### config.mk
export PLATFORM = sky130hd
export DESIGN_NAME = packet_assembler
export DESIGN_NICKNAME = d
export VERILOG_FILES = /design/src/rtl/packet_assembler.sv
export SDC_FILE = /design/constraint.sdc
export NUM_CORES = 1
export LEC_CHECK = 0
export ABC_AREA = 1
export BUFFER_PORTS_ARGS = -buffer_cell sky130_fd_sc_hd__clkbuf_2
export CAP_MARGIN = 30
export CORE_MARGIN = 5
export CORE_UTILIZATION = 50
export DETAILED_ROUTE_END_ITERATION = 10
export GPL_TIMING_DRIVEN = 0
export PLACE_DENSITY = 0.7
export SLEW_MARGIN = 20
export SYNTH_ARGS = -nofsm -noshare
export SYNTH_HDL_FRONTEND = slang
export SYNTH_SLANG_ARGS = --single-unit
export TNS_END_PERCENT = 30
### constraint.sdc
create_clock -name clk_i -period 1.8 [get_ports clk_i]
set_clock_uncertainty 0.1 [all_clocks]
set_input_delay 0.18 -clock clk_i [delete_from_list [all_inputs] [get_ports clk_i]]
set_output_delay 0.18 -clock clk_i [all_outputs]
set_load 0.05 [all_outputs]
### src/rtl/packet_assembler.sv
// packet_assembler: rebuilds a PACKET_WIDTH-byte packet from the demodulated serial
// bit stream (LSB-first per byte, byte 0 first) and holds it until acknowledged.
module packet_assembler #(
    parameter int PACKET_WIDTH = 8
) (
    input  logic                         clk_i,
    input  logic                         rst_ni,
    input  logic                         start_i,
    input  logic                         bit_in_i,
    input  logic                         bit_valid_i,
    input  logic                         packet_ack_i,
    output logic [PACKET_WIDTH-1:0][7:0] packet_o,
    output logic                         packet_valid_o,
    output logic                         busy_o,
    output logic                         overrun_o
);
    localparam int NB = PACKET_WIDTH * 8;
    localparam int CW = $clog2(NB + 1);

    typedef enum logic {IDLE, COLLECT} state_t;

    state_t                         state_q, state_d;
    logic [CW-1:0]                  cnt_q, cnt_d, wr_pos;
    logic [NB-1:0]                  buf_q, buf_d;
    logic [PACKET_WIDTH-1:0][7:0]   pkt_q, pkt_d;
    logic                           valid_q, valid_d, ovr_q, ovr_d, accept, done;

    always_ff @(posedge clk_i or negedge rst_ni) begin
        if (!rst_ni) begin
            state_q <= IDLE;
            cnt_q   <= '0;
            buf_q   <= '0;
            pkt_q   <= '0;
            valid_q <= 1'b0;
            ovr_q   <= 1'b0;
        end else begin
            state_q <= state_d;
            cnt_q   <= cnt_d;
            buf_q   <= buf_d;
            pkt_q   <= pkt_d;
            valid_q <= valid_d;
            ovr_q   <= ovr_d;
        end
    end

    // A start pulse restarts at bit 0, and a bit arriving with it is that bit 0.
    always_comb begin
        state_d = state_q;
        cnt_d   = cnt_q;
        buf_d   = buf_q;
        pkt_d   = pkt_q;
        valid_d = valid_q;
        ovr_d   = 1'b0;
        wr_pos  = start_i ? '0 : cnt_q;
        accept  = bit_valid_i && (start_i || state_q == COLLECT);
        done    = accept && wr_pos == CW'(NB - 1);
        if (start_i) begin
            state_d = COLLECT;
            cnt_d   = '0;
            buf_d   = '0;
        end
        if (accept) begin
            for (int k = 0; k < NB; k++)
                if (wr_pos == CW'(k)) buf_d[k] = bit_in_i;
            cnt_d = wr_pos + 1'b1;
        end
        if (valid_q && packet_ack_i) valid_d = 1'b0;
        // Completing while the previous packet is still unacked drops the new one.
        if (done) begin
            state_d = IDLE;
            cnt_d   = '0;
            if (valid_q && !packet_ack_i) begin
                ovr_d = 1'b1;
            end else begin
                pkt_d   = buf_d;
                valid_d = 1'b1;
            end
        end
    end

    assign packet_o       = pkt_q;
    assign packet_valid_o = valid_q;
    assign busy_o         = state_q == COLLECT;
    assign overrun_o      = ovr_q;
endmodule

==> results by group, run 1 <==
Status
  • Status: complete, no violations

STA
  • Setup TNS: 0 ns
  • Slew Viols, Final: 0
  • Worst slew pin tran: 0.579 ns
  • Slew headroom: about three fifths
  • Final Hold Vio Count: 0
  • Setup violators final: 0
  • RSZ-0062 raised after global routing: true
  • Minimum clock period: 1.77 ns
  • Max Fclk: around 0.56 GHz
  • Final worst path period share: slightly below 100%

Clock network
  • Clock slew at reported path FFs: ~0.060 ns
  • CTS tree: done
  • CTS H-tree depth: 4
  • Clk_lat worst skew: 0.43 ns
  • CTS root buffer: clkbuf_16
  • Clock Path Buffers: 2
  • Clk sinks: ~140
  • CTS Buf Count: 17

Route
  • Vias: between 5000 and 6000
  • Detailed Routing Iterations Pass 1: 6
  • Wire per inst: around 15 um
  • Post-DRT Antenna Nets: 0
  • Vias per cell: 4.97
  • Final wirelength: approximately 17 mm
  • Drt drc: 0
  • 1st-iter DRT viols: 460

Floorplan
  • Core Region: 0.0126 sq mm
  • Die Area: ~0.015 sq mm
  • Initial Util: around half
  • Die height: about 120 um
  • Num ports: 73
  • DIE WIDTH: 123 um
  • Std cell rows: between 40 and 50

Global routing
  • Largest net degree at the start of global routing: 86
  • Initial antenna violation count: 0
  • Number of global-route vias before repair: 5342
  • Tot GR Track Use: 23.5%
  • First-pass GRT wire length: 27.2 mm
  • GRT overflow: 0

Synthesis
  • Yosys top cell area share: between 50% and 60%
  • Flops & latches, synth: roughly 140
  • Yosys warns: 0
  • Post-Syn Nets: 843
  • Area leader, netlist: dfrtp_1
  • Mapped cell area: around 0.0064 sq mm
  • Largest cells by area after synthesis: dfrtp_1 53%, nand2_1 23%, nand3_1 9.8%
  • Post-Syn Area per Cell: ~7.7 sq um
  • Cells after synthesis: 837
  • Post-synth cell types: 18
  • Sequential element share of the synthesized area: around 53%

Place
  • Cells after DPL: approximately 1100
  • Routability cong.: 0.893
  • HPWL Detailed: roughly 11 mm
  • Buffers on Ports: 70

Layout
  • Layout fillers: about 1100
  • Area grow syn2layout: 23.0%
  • Final nets: 952
  • Share of layout cells above drive strength 1: 19.3%
  • FF/Latch Area: 0.00344 sq mm
  • Diode count: 0
  • Most frequent cells in the layout: 396 x nand2_1, 130 x dfrtp_1, 122 x nand3_1, 80 x inv_1, 73 x clkbuf_2
  • Fin cells: about 1100
  • Most common cell after layout, fill and taps aside: nand2_1
  • Multi-input logic area: approximately 0.0025 sq mm

Setup path
  • Startpoint types: register
  • Critical path fanouts, max: 8
  • Reg2Reg Depth: 6
  • Setup CP Type: reg2reg
  • Critical Path Sink Type: register
  • Crit path DAT: 1.99 ns
  • Data required time of the critical path: slightly above 2 ns

Power
  • Cell area power density: around 860 mW/mm^2
  • VDD IR max: between 0.5 and 0.6 mV
  • P_leak: between 4 and 5 nW

Hold path
  • Worst hold path class: in2reg
  • Cell depth of the worst hold path: 3

Job
  • Max_cap viols: 0
==> synth_stat cells (all sizes together) <==
master	number
a21oi	1
o21ai	2
inv	83
nor2	44
dfrtp	137
xor2	1
nand3	131
buf	23
clkbuf	17
nand2	398
==> cell type report <==
class                      instances  area share [%]
buffer                            40            3.35
clock buffer                      21            6.09
clock inverter                    10            1.21
inverter                          83            4.00
multi-input combinational        578            32.2
sequential                       137            43.6
tap                              172            2.73
timing repair buffer              89            6.84
==> final timing paths <==
kind,start,to,slack (ns)
max reg2reg,cnt_q[0],packet_o[0],0.03
min,bit_valid_i,cnt_q[0],0.04
min reg2reg,packet_o[42],packet_o[42],0.37
min in group asynchronous,rst_ni,buf_q[43],0.17
max in group asynchronous,rst_ni,cnt_q[0],0.68
max,cnt_q[0],packet_o[0],0.03
==> cell families after synthesis <==
logic type	count (synthesis)	share of synthesized area [%]
buffers and inverters	123	8.53
DFF	137	53.5
xor gates and xnor gates	1	0.137
and+or+nand+nor	573	37.6
AOI/OAI and AO/OA	3	0.234
==> per-stage QoR <==
step / hold WS (ns) / total power [W] / setup slack, ns / area (sq um) / utilization (%)
after floorplan: -0.216 / 0.00331 / 0.0822 / 6410 / -
after global placement: 0.362 / 0.00343 / -2.09 / 6980 / 55.3
after detailed placement: 0.0652 / 0.00344 / -0.289 / 7020 / 55.6
after CTS: 0.0302 / 0.00678 / -0.0660 / 7730 / 61.3
after global routing: 0.0484 / 0.00698 / -0.0807 / 7890 / 62.5
final: 0.0361 / 0.00676 / 0.0280 / 7890 / 62.5
==> report_power, final <==
group	internal (W)	switching, W
registers	0.00310	0.0000171
logic	0.0000670	0.000233
clock network	0.00203	0.00131
==> worst max-delay path, stage by stage, from the launching register on <==
cell     delay (ns)
dfrtp_2        0.45
nand2_1        0.11
nand2_1        0.14
nor2_2         0.48
nand3_1        0.19
nand3_1        0.14
nand2_1        0.06
==> flip-flops by register name, summed over array words and instances, names as in the netlist <==
register / cells
packet_o: 64
buf_q: 63
cnt_q: 7
busy_o: 1
overrun_o: 1
packet_valid_o: 1
==> layer usage <==
metal | share of wire (%) | vias up | track usage, %
met1 | 45 | 2600 | 32.3
li1 | - | 2783 | -
met3 | 6.7 | 42 | 5.81
met5 | 0 | - | 0
met2 | 45 | 194 | 35.8
met4 | 3.1 | 0 | 9.27
==> what timing repair did <==
item | 4_1_cts | 5_1_grt
gates cloned | 0 | 1
resized for setup | 16 | 30
setup endpoints to repair | 92 | 82
hold buffers | 7 | 0
pin swaps | 1 | 6
hold endpoints to repair | 58 | 0
buffers inserted | 3 | 8
Power figures use the tool's default switching activity.
==> run 2, diff against run 1 <==
--- a/config.mk
+++ b/config.mk
@@ -10,6 +10,7 @@
 export CAP_MARGIN = 30
 export CORE_MARGIN = 5
 export CORE_UTILIZATION = 50
+export CTS_BUF_LIST = sky130_fd_sc_hd__clkbuf_16
 export DETAILED_ROUTE_END_ITERATION = 10
 export GPL_TIMING_DRIVEN = 0
 export PLACE_DENSITY = 0.7
==> results by group, run 2 (synthesized netlist as in run 1, its figures left out) <==
Status
  • Status: complete, no violations

Setup path
  • Crit path DAT: ~2.0 ns
  • Setup CP Type: reg2reg
  • CP max stage delay: 0.42 ns
  • Critical path fanouts, max: 10
  • Startpoint types: register
  • Critical Path Sink Type: register
  • Slowest CP cell: dfrtp_2
  • CP delay by family, top: simple AND/OR/NAND/NOR gates
  • Data required time of the critical path: approximately 2 ns
  • Sum of buffers and inverters on the critical path: 2
  • CP cell instances: nand3_4 > nor2_4 > nand3_4 > nor2_8 > buf_6 > buf_6 > nand2_1 > nand2_1

Hold path
  • Worst hold path class: in2reg

STA
  • Minimum clock period: ~1.8 ns
  • Setup violators final: 0
  • Max Fclk: 0.568 GHz
  • Slew headroom: about three fifths
  • Worst slew pin tran: between 0.5 and 0.6 ns
  • Final worst path period share: between 90% and 100%
  • Final Hold Vio Count: 0
  • RSZ-0062 raised after global routing: true
  • Slew Viols, Final: 0

Route
  • Final wirelength: roughly 17 mm
  • Detailed Routing Iterations Pass 1: 6
  • Wire per inst: between 10 and 15 um
  • Vias per cell: ~5
  • Post-DRT Antenna Nets: 0
  • 1st-iter DRT viols: roughly 600
  • Drt drc: 0
  • Vias: roughly 5600

Global routing
  • First-pass GRT wire length: between 20 and 30 mm
  • Number of global-route vias before repair: roughly 5400
  • Tot GR Track Use: between 20% and 30%
  • Largest net degree at the start of global routing: 86
  • Initial antenna violation count: 0
  • GRT overflow: 0

Power
  • VDD IR max: 0.569 mV
  • Cell area power density: around 840 mW/mm^2
  • P_leak: ~4.6 nW

Floorplan
  • Num ports: 73
  • Die Area: about 0.015 sq mm
  • Die height: between 100 and 150 um
  • Std cell rows: 41
  • Core Region: 0.0126 sq mm
  • DIE WIDTH: around 120 um
  • Initial Util: between 50% and 60%

Layout
  • Fin cells: 1130
  • Share of layout cells above drive strength 1: 19.0%
  • Area grow syn2layout: 22.5%
  • Post-layout util: between 60% and 70%
  • Final nets: 952
  • Most frequent cells in the layout: 396 x nand2_1, 130 x dfrtp_1, 121 x nand3_1, 80 x inv_1, 73 x clkbuf_2
  • Layout fillers: approximately 1100
  • Max FFs per register: 64
  • Most common cell after layout, fill and taps aside: nand2_1
  • Diode count: 0

Place
  • HPWL Detailed: ~11 mm
  • Routability cong.: roughly 0.9
  • Cells after DPL: approximately 1100
  • Buffers on Ports: 70

Clock network
  • CTS Buf Count: 17
  • CTS root buffer: clkbuf_16
  • Clock Path Buffers: 2
  • Clk_lat worst skew: about 0.43 ns
  • CTS tree: done
  • Clock slew at reported path FFs: approximately 0.06 ns
  • CTS H-tree depth: 4
  • Clk sinks: approximately 140

Job
  • Max_cap viols: 0
==> run 2: cell count changes in the layout (fill, tap and decap cells not counted) <==
cell | previous run | this run
buf_6 | 8 | 9
nor2_4 | 9 | 10
clkinv_1 | 0 | 4
nand3_2 | 6 | 7
clkbuf_4 | 6 | 4
buf_2 | 6 | 7
nor2_2 | 14 | 13
clkbuf_8 | 5 | 1
nand3_1 | 122 | 121
==> run 2: final cells by class <==
| cell class | count | area [sq um] | share of cell area [%] |
|---|---|---|---|
| clock inverters | 14 | 110 | 1.40 |
| flip-flops and latches | 137 | 3440 | 43.7 |
| well taps | 172 | 215 | 2.74 |
| inverters | 83 | 315 | 4.01 |
| plain buffers | 40 | 262 | 3.33 |
| clock buffers | 17 | 425 | 5.41 |
| repair buffers | 89 | 543 | 6.91 |
| multi-input cells | 578 | 2550 | 32.4 |
==> run 2: final timing paths <==
path | start | end | slack (ns) | depth (start not counted)
worst max-delay path | cnt_q[0] | packet_o[36] | 0.04 | 8
worst min register to register | packet_o[42] | packet_o[42] | 0.37 | 2
max in group asynchronous | rst_ni | buf_q[52] | 0.69 | 3
worst min-delay path | bit_valid_i | cnt_q[0] | 0.04 | 3
worst max register to register | cnt_q[0] | packet_o[36] | 0.04 | 8
min in group asynchronous | rst_ni | buf_q[43] | 0.17 | 2
==> run 2: per-stage QoR <==
step / setup slack [ns] / setup TNS [ns] / power, W / hold WS, ns / cell area, sq um
3_5_place_dp: -0.289 / -14.56 / 0.00344 / 0.0652 / 7020
2_1_floorplan: 0.0822 / 0 / 0.00331 / -0.216 / 6410
6_report: 0.0394 / 0 / 0.00659 / 0.0374 / 7860
4_1_cts: -0.0659 / -0.533 / 0.00661 / 0.0289 / 7690
5_1_grt: -0.0816 / -0.957 / 0.00680 / 0.0480 / 7860
3_3_place_gp: -2.09 / -262.47 / 0.00343 / 0.362 / 6980
==> run 2: repair_timing <==
| action | in CTS | in global routing |
|---|---|---|
| setup endpoints to repair | 92 | 83 |
| setup buffers | 3 | 8 |
| pin swaps | 1 | 5 |
| hold buffers | 7 | 0 |
| hold endpoints to repair | 58 | 0 |
| cloned | 0 | 1 |
| gates resized for setup | 16 | 33 |
==> run 2: worst reg2reg max path, cell delays in order (launching register included) <==
cell and delay, ns:
dfrtp_2 0.42, nand3_4 0.14, nor2_4 0.24, nand3_4 0.18, nor2_8 0.24, buf_6 0.13
buf_6 0.13, nand2_1 0.08, nand2_1 0.05
==> run 2: report_power, final <==
part           internal, W  switching, W  leakage (nW)
registers          0.00310     0.0000175          1.89
logic            0.0000670      0.000232          2.41
clock network      0.00186       0.00131         0.247
==> run 2: routing by layer <==
layer / GRT usage, % / share of wire [%]
met1: 32.4 / 44
met2: 35.6 / 45
met3: 5.95 / 7.7
met4: 9.55 / 2.9
met5: 0 / 0
